## config.mk

```make
export PLATFORM = sky130hd
export DESIGN_NAME = rvh_ptw_mem_responder
export DESIGN_NICKNAME = d
export VERILOG_FILES = /design/src/rtl/rvh_ptw_mem_responder_pkg.sv /design/src/rtl/rvh_ptw_req_queue.sv /design/src/rtl/rvh_ptw_mem_responder.sv
export SDC_FILE = /design/constraint.sdc
export NUM_CORES = 1
export LEC_CHECK = 0
export ABC_AREA = 1
export BUFFER_PORTS_ARGS = -buffer_cell sky130_fd_sc_hd__buf_2
export CAP_MARGIN = 15
export CELL_PAD_IN_SITES_DETAIL_PLACEMENT = 1
export CELL_PAD_IN_SITES_GLOBAL_PLACEMENT = 1
export CORE_MARGIN = 3
export CORE_UTILIZATION = 44
export DETAILED_ROUTE_END_ITERATION = 16
export GPL_TIMING_DRIVEN = 0
export PLACE_DENSITY_LB_ADDON = 0.1
export SLEW_MARGIN = 20
export SYNTH_ARGS = -nofsm -noshare
export SYNTH_HDL_FRONTEND = slang
export SYNTH_SLANG_ARGS = --single-unit
```

## constraint.sdc

```tcl
create_clock -name clk -period 4.43 [get_ports clk]
set_input_delay 0.886 -clock clk [delete_from_list [all_inputs] [get_ports clk]]
set_output_delay 0.886 -clock clk [all_outputs]
set_load 0.005 [all_outputs]
```

## src/rtl/rvh_ptw_mem_responder_pkg.sv

```systemverilog
`default_nettype none
// +----------------------------------------------------------------------+
// | rvh_ptw_mem_responder_pkg                                            |
// | Shared MMU definitions: PTE geometry and page-walk queue entry.      |
// | Rev 1.0                                                              |
// +----------------------------------------------------------------------+
package rvh_ptw_mem_responder_pkg;

    localparam int unsigned C_PTE_WIDTH        = 64;
    localparam logic [C_PTE_WIDTH-1:0] C_PTE_ZERO = '0;

    // Entry field widths track the default walker configuration.
    localparam int unsigned C_MMU_PADDR_WIDTH  = 56;
    localparam int unsigned C_MMU_PTW_ID_WIDTH = 1;

    typedef struct packed {
        logic [C_MMU_PTW_ID_WIDTH-1:0] id;
        logic [C_MMU_PADDR_WIDTH-1:0]  addr;
        logic                          nomem;
    } ptw_req_entry_t;

    function automatic logic pte_addr_misaligned(input logic [2:0] i_lsb);
        return i_lsb != 3'b000;
    endfunction

endpackage
`default_nettype wire

```

## src/rtl/rvh_ptw_req_queue.sv

```systemverilog
`default_nettype none
// +----------------------------------------------------------------------+
// | rvh_ptw_req_queue                                                    |
// | In-order walk request queue with head (retire) and issue pointers.   |
// | Rev 1.0                                                              |
// +----------------------------------------------------------------------+
module rvh_ptw_req_queue
    import rvh_ptw_mem_responder_pkg::*;
#(
    parameter int unsigned DEPTH = 4
) (
    input  logic                          clk,
    input  logic                          rstn,
    input  logic                          i_push,
    input  ptw_req_entry_t                i_push_entry,
    output logic                          o_full,
    input  logic                          i_pop,
    output logic                          o_head_vld,
    output logic                          o_head_nomem,
    output logic                          o_iss_vld,
    output logic [C_MMU_PADDR_WIDTH-1:0]  o_iss_addr,
    input  logic                          i_iss_hs
);

    localparam int unsigned   C_AW      = $clog2(DEPTH);
    localparam logic [C_AW:0] C_PTR_ONE = (C_AW+1)'(1);

    ptw_req_entry_t r_mem [DEPTH];
    logic [C_AW:0]  r_wr_ptr;
    logic [C_AW:0]  r_rd_ptr;
    logic [C_AW:0]  r_iss_ptr;

    ptw_req_entry_t w_head_entry;
    ptw_req_entry_t w_iss_entry;
    logic           w_iss_pending;
    logic           w_iss_adv;

    always_comb begin
        w_head_entry  = r_mem[r_rd_ptr[C_AW-1:0]];
        w_iss_entry   = r_mem[r_iss_ptr[C_AW-1:0]];
        w_iss_pending = (r_iss_ptr != r_wr_ptr);
        // Entries that need no memory access are stepped over one per cycle.
        w_iss_adv     = w_iss_pending && (w_iss_entry.nomem || i_iss_hs);

        o_full        = (r_wr_ptr[C_AW] != r_rd_ptr[C_AW]) &&
                        (r_wr_ptr[C_AW-1:0] == r_rd_ptr[C_AW-1:0]);
        o_head_vld    = (r_wr_ptr != r_rd_ptr);
        o_head_nomem  = w_head_entry.nomem;
        o_iss_vld     = w_iss_pending && !w_iss_entry.nomem;
        o_iss_addr    = w_iss_entry.addr;
    end

    always_ff @(posedge clk or negedge rstn) begin
        if (!rstn) begin
            r_wr_ptr  <= '0;
            r_rd_ptr  <= '0;
            r_iss_ptr <= '0;
            for (int i = 0; i < int'(DEPTH); i++) begin
                r_mem[i] <= '0;
            end
        end else begin
            if (i_push) begin
                r_mem[r_wr_ptr[C_AW-1:0]] <= i_push_entry;
                r_wr_ptr                  <= r_wr_ptr + C_PTR_ONE;
            end
            if (i_pop) begin
                r_rd_ptr <= r_rd_ptr + C_PTR_ONE;
            end
            if (w_iss_adv) begin
                r_iss_ptr <= r_iss_ptr + C_PTR_ONE;
            end
        end
    end

endmodule
`default_nettype wire

```

## src/rtl/rvh_ptw_mem_responder.sv

```systemverilog
`default_nettype none
// +----------------------------------------------------------------------+
// | rvh_ptw_mem_responder                                                |
// | Turns page-walk PTE reads into in-order memory reads and responses.  |
// | Rev 1.0                                                              |
// +----------------------------------------------------------------------+
module rvh_ptw_mem_responder
    import rvh_ptw_mem_responder_pkg::*;
#(
    parameter int unsigned PADDR_WIDTH  = 56,
    parameter int unsigned PTW_ID_WIDTH = 1,
    parameter int unsigned DEPTH        = 4
) (
    input  logic                    clk,
    input  logic                    rstn,
    input  logic                    ptw_walk_req_vld_i,
    input  logic [PTW_ID_WIDTH-1:0] ptw_walk_req_id_i,
    input  logic [PADDR_WIDTH-1:0]  ptw_walk_req_addr_i,
    output logic                    ptw_walk_req_rdy_o,
    output logic                    ptw_walk_resp_vld_o,
    output logic [C_PTE_WIDTH-1:0]  ptw_walk_resp_pte_o,
    input  logic                    ptw_walk_resp_rdy_i,
    output logic                    mem_req_vld_o,
    output logic [PADDR_WIDTH-1:0]  mem_req_addr_o,
    input  logic                    mem_req_rdy_i,
    input  logic                    mem_resp_vld_i,
    input  logic [C_PTE_WIDTH-1:0]  mem_resp_data_i,
    input  logic                    mem_resp_err_i,
    output logic                    mem_resp_rdy_o,
    output logic                    protocol_err_o
);

    localparam int unsigned          C_CNT_W   = $clog2(DEPTH) + 1;
    localparam logic [C_CNT_W-1:0]   C_CNT_ONE = C_CNT_W'(1);

    logic                          r_rdy_en;
    logic [C_CNT_W-1:0]            r_outstanding;
    logic                          r_resp_vld;
    logic [C_PTE_WIDTH-1:0]        r_resp_pte;
    logic                          r_protocol_err;

    ptw_req_entry_t                w_push_entry;
    logic                          w_push;
    logic                          w_full;
    logic                          w_head_vld;
    logic                          w_head_nomem;
    logic                          w_iss_vld;
    logic [C_MMU_PADDR_WIDTH-1:0]  w_iss_addr;
    logic                          w_mem_req_hs;
    logic                          w_mem_resp_hs;
    logic                          w_drain;
    logic                          w_resp_free;
    logic                          w_nomem_load;
    logic                          w_load;
    logic                          w_spurious;
    logic [C_PTE_WIDTH-1:0]        w_load_pte;

    rvh_ptw_req_queue #(
        .DEPTH (DEPTH)
    ) u_req_queue (
        .clk          (clk),
        .rstn         (rstn),
        .i_push       (w_push),
        .i_push_entry (w_push_entry),
        .o_full       (w_full),
        .i_pop        (w_load),
        .o_head_vld   (w_head_vld),
        .o_head_nomem (w_head_nomem),
        .o_iss_vld    (w_iss_vld),
        .o_iss_addr   (w_iss_addr),
        .i_iss_hs     (w_mem_req_hs)
    );

    always_comb begin
        // r_rdy_en keeps the request port closed until the first edge after reset.
        ptw_walk_req_rdy_o = r_rdy_en && !w_full;
        w_push             = ptw_walk_req_vld_i && ptw_walk_req_rdy_o;

        w_push_entry.id    = C_MMU_PTW_ID_WIDTH'(ptw_walk_req_id_i);
        w_push_entry.addr  = C_MMU_PADDR_WIDTH'(ptw_walk_req_addr_i);
        w_push_entry.nomem = pte_addr_misaligned(ptw_walk_req_addr_i[2:0]);

        mem_req_vld_o      = w_iss_vld;
        mem_req_addr_o     = PADDR_WIDTH'(w_iss_addr);
        w_mem_req_hs       = mem_req_vld_o && mem_req_rdy_i;

        w_drain            = r_resp_vld && ptw_walk_resp_rdy_i;
        w_resp_free        = !r_resp_vld || w_drain;

        // A nonzero count implies the head is the oldest issued read.
        mem_resp_rdy_o     = w_head_vld && !w_head_nomem && w_resp_free &&
                             (r_outstanding != '0);
        w_mem_resp_hs      = mem_resp_vld_i && mem_resp_rdy_o;
        w_spurious         = mem_resp_vld_i && (r_outstanding == '0);

        w_nomem_load       = w_head_vld && w_head_nomem && w_resp_free;
        w_load             = w_nomem_load || w_mem_resp_hs;
        w_load_pte         = (w_nomem_load || mem_resp_err_i) ? C_PTE_ZERO : mem_resp_data_i;

        ptw_walk_resp_vld_o = r_resp_vld;
        ptw_walk_resp_pte_o = r_resp_pte;
        protocol_err_o      = r_protocol_err;
    end

    always_ff @(posedge clk or negedge rstn) begin
        if (!rstn) begin
            r_rdy_en       <= 1'b0;
            r_outstanding  <= '0;
            r_resp_vld     <= 1'b0;
            r_resp_pte     <= C_PTE_ZERO;
            r_protocol_err <= 1'b0;
        end else begin
            r_rdy_en <= 1'b1;

            case ({w_mem_req_hs, w_mem_resp_hs})
                2'b10:   r_outstanding <= r_outstanding + C_CNT_ONE;
                2'b01:   r_outstanding <= r_outstanding - C_CNT_ONE;
                default: r_outstanding <= r_outstanding;
            endcase

            if (w_load) begin
                r_resp_vld <= 1'b1;
                r_resp_pte <= w_load_pte;
            end else if (w_drain) begin
                r_resp_vld <= 1'b0;
            end

            if (w_spurious) begin
                r_protocol_err <= 1'b1;
            end
        end
    end

endmodule
`default_nettype wire

```

==> results.yml <==
finish:
  fin_nets: 2266
  area_growth_pct: 21.1
  final_cell_count_no_fill: 2587
  fillers: 4059
  final_area_mm2: 0.0175
  diodes: 0
  drive_gt1_frac: 0.176
floorplanning:
  die_h_um: 187
  start_util: 0.452
  dieWidth_um: 187
  ios: 253
  rows: 65
  core_area_mm2: 0.0319
  die-area_mm2: 0.0350
cts:
  cts_sinks: 307
  numCtsBuffers: 37
  path_clk_slew_ns: 0.06
  post_cts_resized: 0
  cts_setup_buffers: 0
  ctsHoldBuffers: 0
  clkLatencyLatePin_ns: 0.51
  cts_tree: "yes"
  clock_path_buffers: 3
  root_buffer: "clkbuf_16"
  htreeDepth: 2
worst_setup_path:
  critPathTopFamily: "buffers and inverters"
  slowest_delay_ns: 0.57
  crit_path_cell_trace: "buf_2, inv_1, clkbuf_1, clkbuf_1, nor2_1, o22ai_1, buf_2"
  path_buf_inv: 5
  required_ns: 3.54
  crit_slowest_cell: "clkbuf_1"
  crit_type: "reg2out"
  crit_arrival_ns: 3.03
  end_kind: "output port"
  start_kind: "flip-flop"
  critPathMaxFanout: 10
power:
  p_sw_mw: 5.98
  vdd_drop_max_v: 0.000339
  p_leak_nw: 9.24
  cell_internal_pwr_mw: 7.81
  power_switching_share: 0.434
  pwr-share-comb: 0.448
  power_density_mw_per_mm2: 790
  p_seq_frac: 0.339
  pwr-share-clk: 0.213
timing:
  relSlewSlack: 0.504
  fmax_mhz: 255
  min_period_over_period: 0.884
  drv_slew: 0
  rsz0062_at_grt: "no"
  setup_viol_count_final: 0
  finalClockSkew_ns: 0.0142
  post-route-min-period_ns: 3.91
  tightest_slew_ns: 0.743
  final_hold_viol_count: 0
outcome:
  status: "finished, final reports clean"
routing:
  first_iter_violations: 877
  routed-via-count: 14000
  via_per_inst: 5.40
  dr.pass1.iters: 5
  drc: 0
  drt-total-wl_um: 50500
  routedWlPerCell_um: 19.5
  drtAntennaViolNets: 0
min_path:
  hp-class: "in2async"
synthesis:
  synth_top_area_frac: 0.533
  yosys-top-cells-area: "dfrtp_1 (53%), nand2_1 (16%), o21ai_0 (12%), nor2_1 (4.7%), o22ai_1 (2.5%)"
  ys_ff_latch: 307
  seq_area_frac_synth: 0.533
  synth_top_cell_by_area: "dfrtp_1"
  yosys_warnings: 0
  syn_nets: 1973
  ys_types: 26
  syn_area_mm2: 0.0144
  syn_area_per_cell_um2: 7.84
  synthCells: 1837
grt:
  overflow: 0
  grt_antenna_before_repair: 0
  grt_usage: 0.288
  grt_pass1_vias: 14900
  grt_pass1_wl_um: 81600
  grt_max_degree: 95
placement:
  dp.cells: 2526
  numPortBuffers: 251
  dp_hpwl_um: 35300
  gp_congestion: 0.826
  place_area_mm2: 0.0163
run:
  cap_violations: 0
sequential cells by signal, summed over array words and instances, names as in the netlist, 3 cells and up:
register / flops
u_req_queue.r_mem: 228
u_req_queue.r_iss_ptr: 3
r_outstanding: 3
ptw_walk_resp_pte_o: 64
u_req_queue.r_wr_ptr: 3
u_req_queue.r_rd_ptr: 3
logic make-up after synthesis:
family	count (synthesis)	synth area share
flip-flops	307	0.533
buffers and inverters	226	0.0681
adder cells (fa/ha/maj)	8	0.00747
other	1	0.000260
XOR/XNOR	11	0.00669
AO/OA/AOI/OAI	406	0.146
AND/OR/NAND/NOR	878	0.238
power by group through the flow:
stage	Clock (mW)	Sequential [mW]	Combinational (mW)
4_1_cts	2.98	4.66	6.21
5_1_grt	3.11	4.81	6.95
2_1_floorplan	0	4.51	3.67
6_report	2.94	4.68	6.18
3_5_place_dp	0	4.69	6.15
3_3_place_gp	0	4.62	5.90
layer usage:
layer  GRT usage  part of all wire  wire [um]  vias up
met1       0.386              0.43      21600     6954
met5           0                 0          0        -
met4      0.0846             0.026       1310        0
met3      0.0386             0.057       2900       87
li1            -                 -          -     6483
met2       0.492              0.49      24700      442
path summary, 6_finish.rpt:
kind	slack (ns)	endpoint	cells after the start	start
worst max register to register	1.51	r_outstanding[2]	15	u_req_queue.r_wr_ptr[1]
worst min-delay path	0.32	ptw_walk_resp_pte_o[8]	1	rstn
worst max-delay path	0.52	mem_req_addr_o[15]	7	u_req_queue.r_iss_ptr[0]
max in group asynchronous	2.82	u_req_queue.r_mem[23]	3	rstn
worst min register to register	0.48	r_outstanding[0]	1	r_outstanding[0]
min in group clk	0.48	r_outstanding[0]	1	r_outstanding[0]
metrics by stage:
stage	TNS, ns	setup WS, ns	utilization	total power, mW	hold WS [ns]
floorplan	0	1.83	-	8.18	0.446
global placement	-1117.31	-3.67	0.508	10.5	0.460
detailed placement	0	1.10	0.511	10.8	0.468
CTS	0	0.544	0.547	13.8	0.340
global route	0	0.441	0.547	14.9	0.354
finish	0	0.516	0.547	13.8	0.323
layout make-up:
type                            instances  area (um2)  share of cell area
Tap cell                              435         544              0.0312
Buffer                                137         647              0.0371
Inverter                               89         334              0.0191
Timing Repair Buffer                  254        1350              0.0773
Multi-Input combinational cell       1304        5750               0.329
Clock inverter                         10         109             0.00624
Sequential cell                       307        7680               0.440
Clock buffer                           51        1040              0.0595
Yosys cell counts:
cell and instances:
inv_1 88, nor2_2 4, ha_1 7, nor2_1 180
o21bai_1 1, nand2_1 617, clkbuf_2 12, dfrtp_1 307
buf_4 13, or3_1 1, nand3_1 70, o21ai_0 346
conb_1 1, fa_1 1, buf_2 31, o22ai_1 57
xnor2_1 5, a21oi_1 2, xor2_1 6, nand2_2 2
buf_1 3, nand3_4 1, nand3_2 3, buf_6 4
clkbuf_1 74, inv_2 1
placed cells by master (no fill, tap or decap), types with 4 or more instances in the layout:
cell type / n
nor2_2: 4
clkbuf_16: 37
o22ai_1: 57
nand3_1: 70
clkbuf_8: 6
clkbuf_1: 82
buf_4: 13
dfrtp_1: 307
buf_2: 281
xor2_1: 6
nor2_1: 180
nand2_1: 617
clkbuf_2: 12
clkinv_2: 6
buf_6: 4
ha_1: 7
xnor2_1: 5
inv_1: 88
o21ai_0: 346
worst register-to-register path, stage by stage, from the launching register on:
cell	delay [ns]
dfrtp_1	0.47
inv_1	0.18
nand2_1	0.09
nand2_1	0.08
nand3_2	0.11
nand2_1	0.07
nor2_2	0.15
nand2_2	0.17
clkbuf_1	0.28
inv_1	0.12
ha_1	0.14
inv_1	0.07
fa_1	0.39
a21oi_1	0.18
o21ai_0	0.14
xor2_1	0.16
(Power assumes the default switching activity.)
